==> config.mk <==
export PLATFORM = sky130hd
export DESIGN_NAME = pwm_multi
export DESIGN_NICKNAME = d
export VERILOG_FILES = /design/src/rtl/pwm_multi.sv
export SDC_FILE = /design/constraint.sdc
export NUM_CORES = 1
export LEC_CHECK = 0
export BUFFER_PORTS_ARGS = -buffer_cell sky130_fd_sc_hd__buf_2
export CAP_MARGIN = 20
export CELL_PAD_IN_SITES_DETAIL_PLACEMENT = 1
export CELL_PAD_IN_SITES_GLOBAL_PLACEMENT = 1
export CORE_MARGIN = 2
export CORE_UTILIZATION = 52
export CTS_CLUSTER_DIAMETER = 30
export DETAILED_ROUTE_END_ITERATION = 16
export PLACE_DENSITY_LB_ADDON = 0.05
export SLEW_MARGIN = 20
export SYNTH_ARGS = -nofsm -noshare
export SYNTH_HDL_FRONTEND = slang
export SYNTH_SLANG_ARGS = --single-unit
==> constraint.sdc <==
create_clock -name clk -period 7 [get_ports clk]
set_clock_uncertainty 0.15 [all_clocks]
set_input_delay 0.35 -clock clk [delete_from_list [all_inputs] [get_ports clk]]
set_output_delay 0.35 -clock clk [all_outputs]
set_load 0.03 [all_outputs]
==> src/rtl/pwm_multi.sv <==
// Multi-channel PWM: shared prescaled period counter, per-channel double-buffered duty.
// Define PWM_CENTER_ALIGN_EN to add the `center` input for up/down (symmetric) counting.
module pwm_multi #(
  parameter  int WIDTH      = 8,
  parameter  int CHANNELS   = 4,
  parameter  int PRESCALE_W = 8,
  localparam int CH_W       = (CHANNELS > 1) ? $clog2(CHANNELS) : 1
) (
`ifdef PWM_CENTER_ALIGN_EN
  input  logic                  center,
`endif
  input  logic                  clk,
  input  logic                  rst,
  input  logic                  en,
  input  logic [PRESCALE_W-1:0] prescale,
  input  logic [WIDTH-1:0]      period,
  input  logic                  duty_valid,
  input  logic [CH_W-1:0]       duty_ch,
  input  logic [WIDTH-1:0]      duty_val,
  output logic                  duty_ready,
  output logic [CHANNELS-1:0]   pwm,
  output logic                  period_tick
);

  logic [PRESCALE_W-1:0] r_pre_cnt;
  logic [WIDTH-1:0]      r_cnt;
  logic [WIDTH-1:0]      r_shadow [CHANNELS];
  logic [WIDTH-1:0]      r_active [CHANNELS];
  logic [CHANNELS-1:0]   r_pending;
  logic [CHANNELS-1:0]   r_pwm;
  logic                  r_period_tick;

  logic                  w_tick;
  logic                  w_boundary;
  logic                  w_xfer;
  logic                  w_ch_valid;
  logic                  w_sel_pending;
  logic                  w_write;
  logic [WIDTH-1:0]      w_cnt_next;

`ifdef PWM_CENTER_ALIGN_EN
  logic                  r_center;
  logic                  r_dir_down;
  logic                  w_dir_next;
`endif

  assign w_tick = en && (r_pre_cnt == prescale);

  // A prescale lowered below the running count wraps at once instead of rolling over.
  // NOTE: sequential state uses non-blocking assignments so every flop samples pre-edge values.
  always_ff @(posedge clk or posedge rst) begin
    if (rst)                                r_pre_cnt <= '0;
    else if (!en || r_pre_cnt >= prescale)  r_pre_cnt <= '0;
    else                                    r_pre_cnt <= r_pre_cnt + 1'b1;
  end

  // NOTE: every output of this block gets a default first so no latch is inferred.
  always_comb begin
    w_cnt_next = r_cnt;
    w_boundary = 1'b0;
`ifdef PWM_CENTER_ALIGN_EN
    w_dir_next = r_dir_down;
`endif
    if (w_tick) begin
`ifdef PWM_CENTER_ALIGN_EN
      if (r_center) begin
        if (r_dir_down) begin
          w_cnt_next = r_cnt - 1'b1;
          if (r_cnt <= WIDTH'(1)) begin
            w_cnt_next = '0;
            w_boundary = 1'b1;
            w_dir_next = 1'b0;
          end
        end else if (r_cnt >= period) begin
          if (period <= WIDTH'(1)) begin
            w_cnt_next = '0;
            w_boundary = 1'b1;
          end else begin
            w_cnt_next = period - 1'b1;
            w_dir_next = 1'b1;
          end
        end else begin
          w_cnt_next = r_cnt + 1'b1;
        end
      end else begin
`else
      begin
`endif
        // A count left above a newly lowered period wraps here and counts as a boundary.
        if (r_cnt >= period) begin
          w_cnt_next = '0;
          w_boundary = 1'b1;
        end else begin
          w_cnt_next = r_cnt + 1'b1;
        end
      end
    end
  end

  always_ff @(posedge clk or posedge rst) begin
    if (rst) begin
      r_cnt         <= '0;
      r_period_tick <= 1'b0;
`ifdef PWM_CENTER_ALIGN_EN
      r_center      <= 1'b0;
      r_dir_down    <= 1'b0;
`endif
    end else begin
      r_period_tick <= w_boundary;
      r_cnt         <= en ? w_cnt_next : '0;
`ifdef PWM_CENTER_ALIGN_EN
      r_dir_down    <= en ? w_dir_next : 1'b0;
      if (!en || w_boundary) r_center <= center;
`endif
    end
  end

  // Out-of-range channel numbers match nothing: ready stays high and the write is dropped.
  always_comb begin
    w_ch_valid    = 1'b0;
    w_sel_pending = 1'b0;
    for (int i = 0; i < CHANNELS; i++) begin
      if (duty_ch == CH_W'(i)) begin
        w_ch_valid    = 1'b1;
        w_sel_pending = r_pending[i];
      end
    end
  end

  assign duty_ready = !rst && !w_sel_pending;
  assign w_write    = duty_valid && duty_ready && w_ch_valid;
  assign w_xfer     = !en || w_boundary;

  // NOTE: duty storage is a few flops per channel, not a RAM, so it is cleared by reset.
  always_ff @(posedge clk or posedge rst) begin
    if (rst) begin
      r_pending <= '0;
      for (int i = 0; i < CHANNELS; i++) begin
        r_shadow[i] <= '0;
        r_active[i] <= '0;
      end
    end else begin
      for (int i = 0; i < CHANNELS; i++) begin
        if (w_xfer && r_pending[i]) begin
          r_active[i]  <= r_shadow[i];
          r_pending[i] <= 1'b0;
        end
        if (w_write && duty_ch == CH_W'(i)) begin
          r_shadow[i]  <= duty_val;
          r_pending[i] <= 1'b1;
        end
      end
    end
  end

  always_ff @(posedge clk or posedge rst) begin
    if (rst) begin
      r_pwm <= '0;
    end else begin
      for (int i = 0; i < CHANNELS; i++) r_pwm[i] <= en && (r_cnt < r_active[i]);
    end
  end

  assign pwm         = r_pwm;
  assign period_tick = r_period_tick;

endmodule

==> results of run 1 <==
cells by family (layout without fill, tap and decap cells):
| family | count (synthesis) | in the layout | share of synthesized area (%) |
|---|---|---|---|
| DFF | 89 | 89 | 47.88 |
| and+or+nand+nor | 87 | 87 | 10.70 |
| muxes | 65 | 65 | 15.98 |
| buffers and inverters | 54 | 100 | 4.572 |
| AOI/OAI and AO/OA | 51 | 51 | 7.370 |
| adders and majority gates | 46 | 46 | 12.37 |
| xor gates and xnor gates | 6 | 6 | 1.130 |
final cells by class:
type,instances,area [µm²],area share [%]
clock inverter,6,72.57,1.411
sequential,89,2227,43.29
inverter,47,177.7,3.453
clock buffer,10,127.6,2.481
timing repair buffer,37,192.7,3.745
multi-input combinational,255,2212,43.00
tap,108,135.1,2.626
stage by stage:
step | hold slack (ns) | worst slack [ns] | area [µm²] | power (W)
floorplan | 0.3081 | 3.324 | 4652 | 0.0009760
global placement | 0.3298 | 4.313 | 4935 | 0.001065
detailed placement | 0.3429 | 4.199 | 4935 | 0.001107
CTS | 0.1271 | 4.183 | 5145 | 0.001473
global route | 0.1300 | 3.968 | 5145 | 0.001554
finish | 0.1322 | 4.189 | 5145 | 0.001458
cells in the mapped netlist (all sizes together) (3+ instances only):
cell type	instances	area share, %
a21o	13	2.1
a211oi	4	0.65
a31oi	4	0.54
ha	46	12
mux2	64	15
nand2	20	1.6
nor3b	5	1.9
xor2	4	0.75
nand4	3	0.40
clkbuf	4	0.32
a21oi	10	1.3
inv	47	3.8
o21ai	11	1.2
o311ai	3	0.56
nand3b	5	0.81
nand3	17	1.8
nor2	17	1.4
or2	3	0.40
dfrtp	89	48
nand2b	7	0.94
buf	3	0.46
timing repair:
action	4_1_cts	5_1_grt
endpoints found under the setup margin	0	0
hold endpoints to repair	43	0
hold buffers	1	0
worst min-delay path by stage:
stage,startpoint,to,slack [ns],cells past startpoint
floorplan,r_active[30],r_active[30],0.31,1
global placement,r_shadow[6],r_active[6],0.33,1
detailed placement,r_shadow[29],r_active[29],0.34,1
CTS,duty_val[1],r_shadow[9],0.13,2
global route,duty_val[2],r_shadow[26],0.13,2
finish,duty_val[1],r_shadow[9],0.13,2
report_power, final:
part	internal, W	switching, W	total [W]
logic	0.000181	0.000164	0.000346
clock network	0.000170	0.000196	0.000366
registers	0.000652	0.0000952	0.000747
layer usage:
metal	vias up	track usage, %	wire [µm]
li1	1468	-	-
met1	1614	31.94	4851
met2	43	41.97	5392
met3	7	4.255	259
met4	0	4.531	81
met5	-	0	0
registers in the layout (all words and copies together) (netlist names):
signal,cells
period_tick,1
pwm,4
r_active,32
r_cnt,8
r_pending,4
r_pre_cnt,8
r_shadow,32
layout by cell type, fill, tap and decap left out, types with 3 or more instances in the layout:
cell type and n:
sky130_fd_sc_hd__a31oi_1 4, sky130_fd_sc_hd__nor2_1 17, sky130_fd_sc_hd__nand2_1 20, sky130_fd_sc_hd__dfrtp_1 89, sky130_fd_sc_hd__xor2_1 4, sky130_fd_sc_hd__buf_2 35, sky130_fd_sc_hd__o21ai_0 11, sky130_fd_sc_hd__inv_6 3
sky130_fd_sc_hd__ha_1 46, sky130_fd_sc_hd__mux2_2 62, sky130_fd_sc_hd__clkbuf_8 9, sky130_fd_sc_hd__a21o_1 13, sky130_fd_sc_hd__nor3b_4 4, sky130_fd_sc_hd__inv_1 46, sky130_fd_sc_hd__a21oi_1 9, sky130_fd_sc_hd__nand2b_1 7
sky130_fd_sc_hd__a211oi_1 4, sky130_fd_sc_hd__nand4_1 3, sky130_fd_sc_hd__nand3_1 17, sky130_fd_sc_hd__nand3b_1 5
==> parameters.txt, run 1 <==
Parameter                              Value

Status
  Status ... completed

GRT
  Global-route wire length before repair ... 18100 µm
  Pin count of the biggest net entering global routing ... 47
  Global-route total usage across every layer ... 24.04%
  Vias in the first global route ... 3458
  Overflow left after global routing ... 0
  Initial antenna violation count ... 0

STA
  Aggregate negative setup slack ... 0 ns
  Pins Over Slew Limit ... 0
  Unrepaired setup endpoints after global routing ... no
  Setup-violating endpoint count in the final report ... 0
  Relative slew slack ... 31.94%
  Final worst path period need ... 2.811 ns
  Peak Freq ... 355.7 MHz
  Tcrit/Tclk final ... 40.16%
  Slew at the pin closest to its max-slew limit ... 1.012 ns
  Count of final hold-check violations ... 0

Critical path
  Delay contributed by the slowest stage of the critical path ... 0.61 ns
  Endpoint of the worst setup timing path ... r_active[30]
  Slack of the worst reg-to-reg path ... 4.19 ns
  Critical R2R Capture ... r_active[30]
  Critical path data arrival time ... 2.90 ns
  Critical Path Stages ... 6
  Worst path required time ... 7.09 ns
  Register-to-Register Path Depth ... 6
  Slowest library cell on the worst path ... sky130_fd_sc_hd__dfrtp_1
  Kind of cell adding the most delay to the critical path ... compound AO/OA/AOI/OAI gates
  Highest fanout seen on the critical path ... 17
  Critical path, cell by cell ... ha_1 > a211oi_1 > o21ai_0 > a21oi_4 > nor3b_4 > mux2_1
  Startpoint of the lowest-slack register-to-register path ... r_cnt[2]
  Buffering stage count on the worst path with inverters included ... 0
  Launch point of the critical path ... r_cnt[2]
  Startpoint type of the worst setup path ... flip-flop
  Setup crit end kind ... flip-flop
  WS Path Type ... reg -> reg

Final layout
  Inserted Diodes ... 0
  Fill cell instance count of the final layout ... 960
  Final Instance Count excl. Fillers ... 552
  Synthesis-to-layout area growth ... 10.60%
  Proportion of layout cells with a drive suffix above 1 ... 28.15%
  Count of nets after finishing ... 515
  Post-layout util ... 59.28%

Detailed routing
  Initial DRC count ... 111
  First-pass DRT Iterations ... 4
  Number of nets still failing antenna checks after routing ... 0
  Final Routed Wirelength ... 10580 µm
  Vias per cell ... 5.674
  Wire length per cell after detailed routing ... 19.17 µm
  Number of DRC violations after detailed routing ... 0
  Vias after detailed routing ... 3132

Clock network
  Clock H-tree levels ... 3
  Clock-pin transition on the worst setup and hold timing paths ... 0.10 ns
  Cts repair resizes ... 0
  Clock tree from TritonCTS ... built
  Buffer cell driving the clock tree root ... sky130_fd_sc_hd__clkbuf_8
  Clock net sink count ... 89
  Setup fix buffers added after clock tree synthesis ... 0
  Number of buffers added by the clock tree synthesis step ... 9
  Maximum count of clock buffers along a single path ... 2
  Latest clock arrival within the worst-skew pair ... 0.36 ns

Pwr
  Power density of the placed cells ... 283.5 mW/mm²
  Static Leak ... 2.585 nW
  Maximum ir drop on the vdd rail ... 0.0001907 V

Floorplanning
  Core box area ... 0.008678 mm²
  Number of placed I/O pins ... 36
  Total Die Area ... 0.009719 mm²
  Die height ... 98.59 µm
  Starting density of the core ... 53.60%
  Horiz. Die Dim ... 98.59 µm
  Std-Cell Rows ... 34

Logic synthesis
  Seq/Total Area, Yosys ... 47.88%
  Synthesis warning total ... 0
  Synthesized flop and latch total ... 89
  Synth Area per Inst ... 11.69 µm²
  Async S/R FF share, synth ... 100.0%
  Mapped cell area ... 0.004652 mm²
  Post-Syn Instances ... 398
  Dominant synthesized flop cell ... sky130_fd_sc_hd__dfrtp_1
  Number of enable-type register cells in the synthesized netlist ... 0
  Synth Net Count ... 474
  Number of distinct library cells after synthesis ... 40

Job
  Max-cap violations ... 0

Placed design
  Post-DP HPWL ... 8069 µm
  # port buffers ... 35
  Total placed cells including tap cells ... 535
  RePlAce Congestion ... 0.7890

Hold path
  Class of the tightest hold or removal check ... in -> reg
Power figures use the tool's default switching activity.
==> run 2: changes to the inputs <==
--- a/config.mk
+++ b/config.mk
@@ -5,12 +5,13 @@
 export SDC_FILE = /design/constraint.sdc
 export NUM_CORES = 1
 export LEC_CHECK = 0
+export ABC_AREA = 1
 export BUFFER_PORTS_ARGS = -buffer_cell sky130_fd_sc_hd__buf_2
 export CAP_MARGIN = 20
 export CELL_PAD_IN_SITES_DETAIL_PLACEMENT = 1
 export CELL_PAD_IN_SITES_GLOBAL_PLACEMENT = 1
 export CORE_MARGIN = 2
-export CORE_UTILIZATION = 52
+export CORE_UTILIZATION = 46
 export CTS_CLUSTER_DIAMETER = 30
 export DETAILED_ROUTE_END_ITERATION = 16
 export PLACE_DENSITY_LB_ADDON = 0.05
==> constraint.sdc (replaced) <==
create_clock -name clk -period 2.61 [get_ports clk]
set_clock_uncertainty 0.15 [all_clocks]
set_input_delay 0.1305 -clock clk [delete_from_list [all_inputs] [get_ports clk]]
set_output_delay 0.1305 -clock clk [all_outputs]
set_load 0.03 [all_outputs]
==> run 2 against run 1 <==
Net effect:
- first-iteration DRC count up 50%
- synthesized cell count up 42%
- largest power group unchanged
- combinational power up 140%
- largest cell class is now multi-input combinational cells
- flip-flop and latch count stayed put
- critical path depth increased by 4
- global-route usage down 1.3 points
- sequential share of layout area is 2.6 points lower
- non-clock buffer count rose by 22
==> parameters.txt, run 2 <==
Parameter                              Value

STA
  Relative slew slack ... 48.95%
  Final worst path period need ... 2.236 ns
  Peak Freq ... 447.2 MHz
  Smallest setup slack after layout ... 0.3738 ns
  Pins Over Slew Limit ... 0
  Count of final hold-check violations ... 0
  Unrepaired setup endpoints after global routing ... no
  Aggregate negative setup slack ... 0 ns
  Setup-violating endpoint count in the final report ... 0
  Tcrit/Tclk final ... 85.68%
  Slew at the pin closest to its max-slew limit ... 0.7649 ns

Placed design
  Post-DP HPWL ... 8892 µm
  Total placed cells including tap cells ... 735
  Placement Setup Slack ... 0.2133 ns
  # port buffers ... 35
  RePlAce Congestion ... 0.7649

GRT
  Peak-usage layer in the global routing report ... met2
  Met2 track utilization from global routing ... 39.24%
  GRT met3 Usage ... 3.127%
  Global-route wire length before repair ... 20100 µm
  Vias in the first global route ... 4157
  Met1 track utilization from global routing ... 29.20%
  Overflow left after global routing ... 0
  Pin count of the biggest net entering global routing ... 90
  Initial antenna violation count ... 0
  Global-route total usage across every layer ... 22.69%

Critical path
  Startpoint type of the worst setup path ... flip-flop
  Critical R2R Capture ... r_active[29]
  Worst path required time ... 2.71 ns
  Setup crit end kind ... flip-flop
  Critical Path Stages ... 10
  Most frequent cell on the critical path ... sky130_fd_sc_hd__nand2_1
  Buffering stage count on the worst path with inverters included ... 0
  Kind of cell adding the most delay to the critical path ... simple AND/OR/NAND/NOR gates
  WS Path Type ... reg -> reg
  Slack of the worst reg-to-reg path ... 0.37 ns
  Startpoint of the lowest-slack register-to-register path ... r_pre_cnt[7]
  Delay contributed by the slowest stage of the critical path ... 0.40 ns
  Critical path data arrival time ... 2.34 ns
  Register-to-Register Path Depth ... 10
  Critical path, cell by cell ... ha_1 > nand2_1 > nor2_1 > nand2_1 > nor2_1 > nand2_1 > nand2_2 > nand2_1 > nand2_1 > nand2_1
  Highest fanout seen on the critical path ... 14
  Slowest library cell on the worst path ... sky130_fd_sc_hd__dfrtp_1

Logic synthesis
  Top-area cell type share of the netlist area ... 46.20%
  Mapped cell area ... 0.004821 mm²
  Synthesized flop and latch total ... 89
  Largest area contributor in the synthesized netlist ... sky130_fd_sc_hd__dfrtp_1
  Synth Area per Inst ... 8.517 µm²
  Synthesis warning total ... 0
  Post-Syn Instances ... 566
  Number of enable-type register cells in the synthesized netlist ... 0
  Number of distinct library cells after synthesis ... 24
  Ranking of synthesized cells by instance count ... sky130_fd_sc_hd__nand2_1 (184), sky130_fd_sc_hd__dfrtp_1 (89), sky130_fd_sc_hd__inv_1 (65)
  Most instantiated library cell after synthesis ... sky130_fd_sc_hd__nand2_1
  Async S/R FF share, synth ... 100.0%
  Seq/Total Area, Yosys ... 46.20%
  Dominant cells by area after synthesis ... sky130_fd_sc_hd__dfrtp_1 (46%), sky130_fd_sc_hd__nand2_1 (14%), sky130_fd_sc_hd__ha_1 (12%), sky130_fd_sc_hd__inv_1 (5.1%), sky130_fd_sc_hd__nand4_1 (4.7%)
  Dominant synthesized flop cell ... sky130_fd_sc_hd__dfrtp_1
  Synth Net Count ... 642

Floorplanning
  Starting density of the core ... 47.12%
  Die height ... 106.4 µm
  Core box area ... 0.01023 mm²
  Std-Cell Rows ... 37
  Number of placed I/O pins ... 36
  Total Die Area ... 0.01131 mm²
  Horiz. Die Dim ... 106.4 µm

Detailed routing
  Final Routed Wirelength ... 11760 µm
  First-pass DRT Iterations ... 4
  Number of DRC violations after detailed routing ... 0
  Initial DRC count ... 167
  Number of nets still failing antenna checks after routing ... 0
  Vias per cell ... 5.176
  Vias after detailed routing ... 3944
  Wire length per cell after detailed routing ... 15.43 µm

Pwr
  Static Leak ... 2.917 nW
  Power density of the placed cells ... 667.2 mW/mm²
  Maximum ir drop on the vdd rail ... 0.0003483 V

Job
  Max-cap violations ... 0

Final layout
  Highest-count cells in the layout ignoring fill and taps ... sky130_fd_sc_hd__nand2_1 (183), sky130_fd_sc_hd__dfrtp_1 (89), sky130_fd_sc_hd__inv_1 (64), sky130_fd_sc_hd__ha_1 (46), sky130_fd_sc_hd__nand3_1 (39)
  Count of nets after finishing ... 697
  Post-layout util ... 53.54%
  Synthesis-to-layout area growth ... 13.63%
  Commonest non-fill, non-tap cell in the layout ... sky130_fd_sc_hd__nand2_1
  Fill cell instance count of the final layout ... 1243
  Final Instance Count excl. Fillers ... 762
  Proportion of layout cells with a drive suffix above 1 ... 11.66%
  Inserted Diodes ... 0
  Largest registers ... r_active x32, r_shadow x32

Clock network
  Number of buffers added by the clock tree synthesis step ... 9
  Latest clock arrival within the worst-skew pair ... 0.36 ns
  Clock-pin transition on the worst setup and hold timing paths ... 0.09 ns
  Clock net sink count ... 89
  Maximum count of clock buffers along a single path ... 2
  Clock H-tree levels ... 3
  Buffer cell driving the clock tree root ... sky130_fd_sc_hd__clkbuf_8
  Clock tree from TritonCTS ... built

Hold path
  Cell count of the worst hold path ... 4
  Hold endpoint ... r_shadow[25]
  Class of the tightest hold or removal check ... in -> reg
  Worst Min Path Start ... duty_ch[0]

Status
  Status ... completed
==> run 2: kinds of logic after synthesis <==
group	Yosys count	share of synthesized area, %
AOI/OAI and AO/OA	48	5.762
xor gates and xnor gates	11	1.998
adders and majority gates	46	11.94
buffers and inverters	82	7.448
DFF	89	46.20
and+or+nand+nor	290	26.65
==> run 2: tightest hold or removal path: stages <==
cell and delay, ns:
sky130_fd_sc_hd__buf_2 0.15, sky130_fd_sc_hd__nor2_4 0.08, sky130_fd_sc_hd__nand4_1 0.09, sky130_fd_sc_hd__nand2_1 0.05
==> run 2: layout make-up <==
type                            count  area, µm²  area share [%]
Clock buffer                       10      127.6           2.330
Timing Repair Buffer               59      395.4           7.218
Multi-Input combinational cell    395       2237           40.84
Tap cell                          136      170.2           3.106
Sequential cell                    89       2227           40.66
Inverter                           67      252.7           4.614
Clock inverter                      6      67.56           1.233
==> run 2: worst max path at each step <==
stage	start	to
final	r_pre_cnt[7]	r_active[29]
after floorplan	rst	period_tick
after detailed placement	r_pre_cnt[7]	r_active[31]
after CTS	r_pre_cnt[7]	r_active[29]
after global placement	r_pre_cnt[7]	r_active[31]
after global routing	r_pre_cnt[7]	r_active[27]
==> run 2: metrics by stage <==
step | area [µm²] | hold slack, ns | power, W
3_5_place_dp | 5170 | 0.1622 | 0.002720
4_1_cts | 5475 | 0.008604 | 0.003700
3_3_place_gp | 5170 | 0.1543 | 0.002646
6_report | 5478 | 0.02718 | 0.003655
5_1_grt | 5478 | 0.03554 | 0.003932
2_1_floorplan | 4821 | 0.1264 | 0.002434
==> run 2: where the power goes <==
group | switching, W | internal [W] | total [W] | leakage, nW
registers | 0.000189 | 0.00167 | 0.00186 | 1.16
clock network | 0.000513 | 0.000447 | 0.000960 | 0.0929
logic | 0.000503 | 0.000331 | 0.000834 | 1.67
==> run 2: routing by layer <==
metal  part of all wire, %  vias up
li1                      -     1976
met1                    47     1901
met2                    49       50
met3                   2.3       17
met4                   1.7        0
met5                     0        -
==> run 2: repair_timing <==
action / CTS / global route
resized for setup: 0 / 1
buffers inserted: 0 / 0
endpoints found under the hold margin: 123 / 0
setup endpoints to repair: 0 / 32
hold buffers: 11 / 0
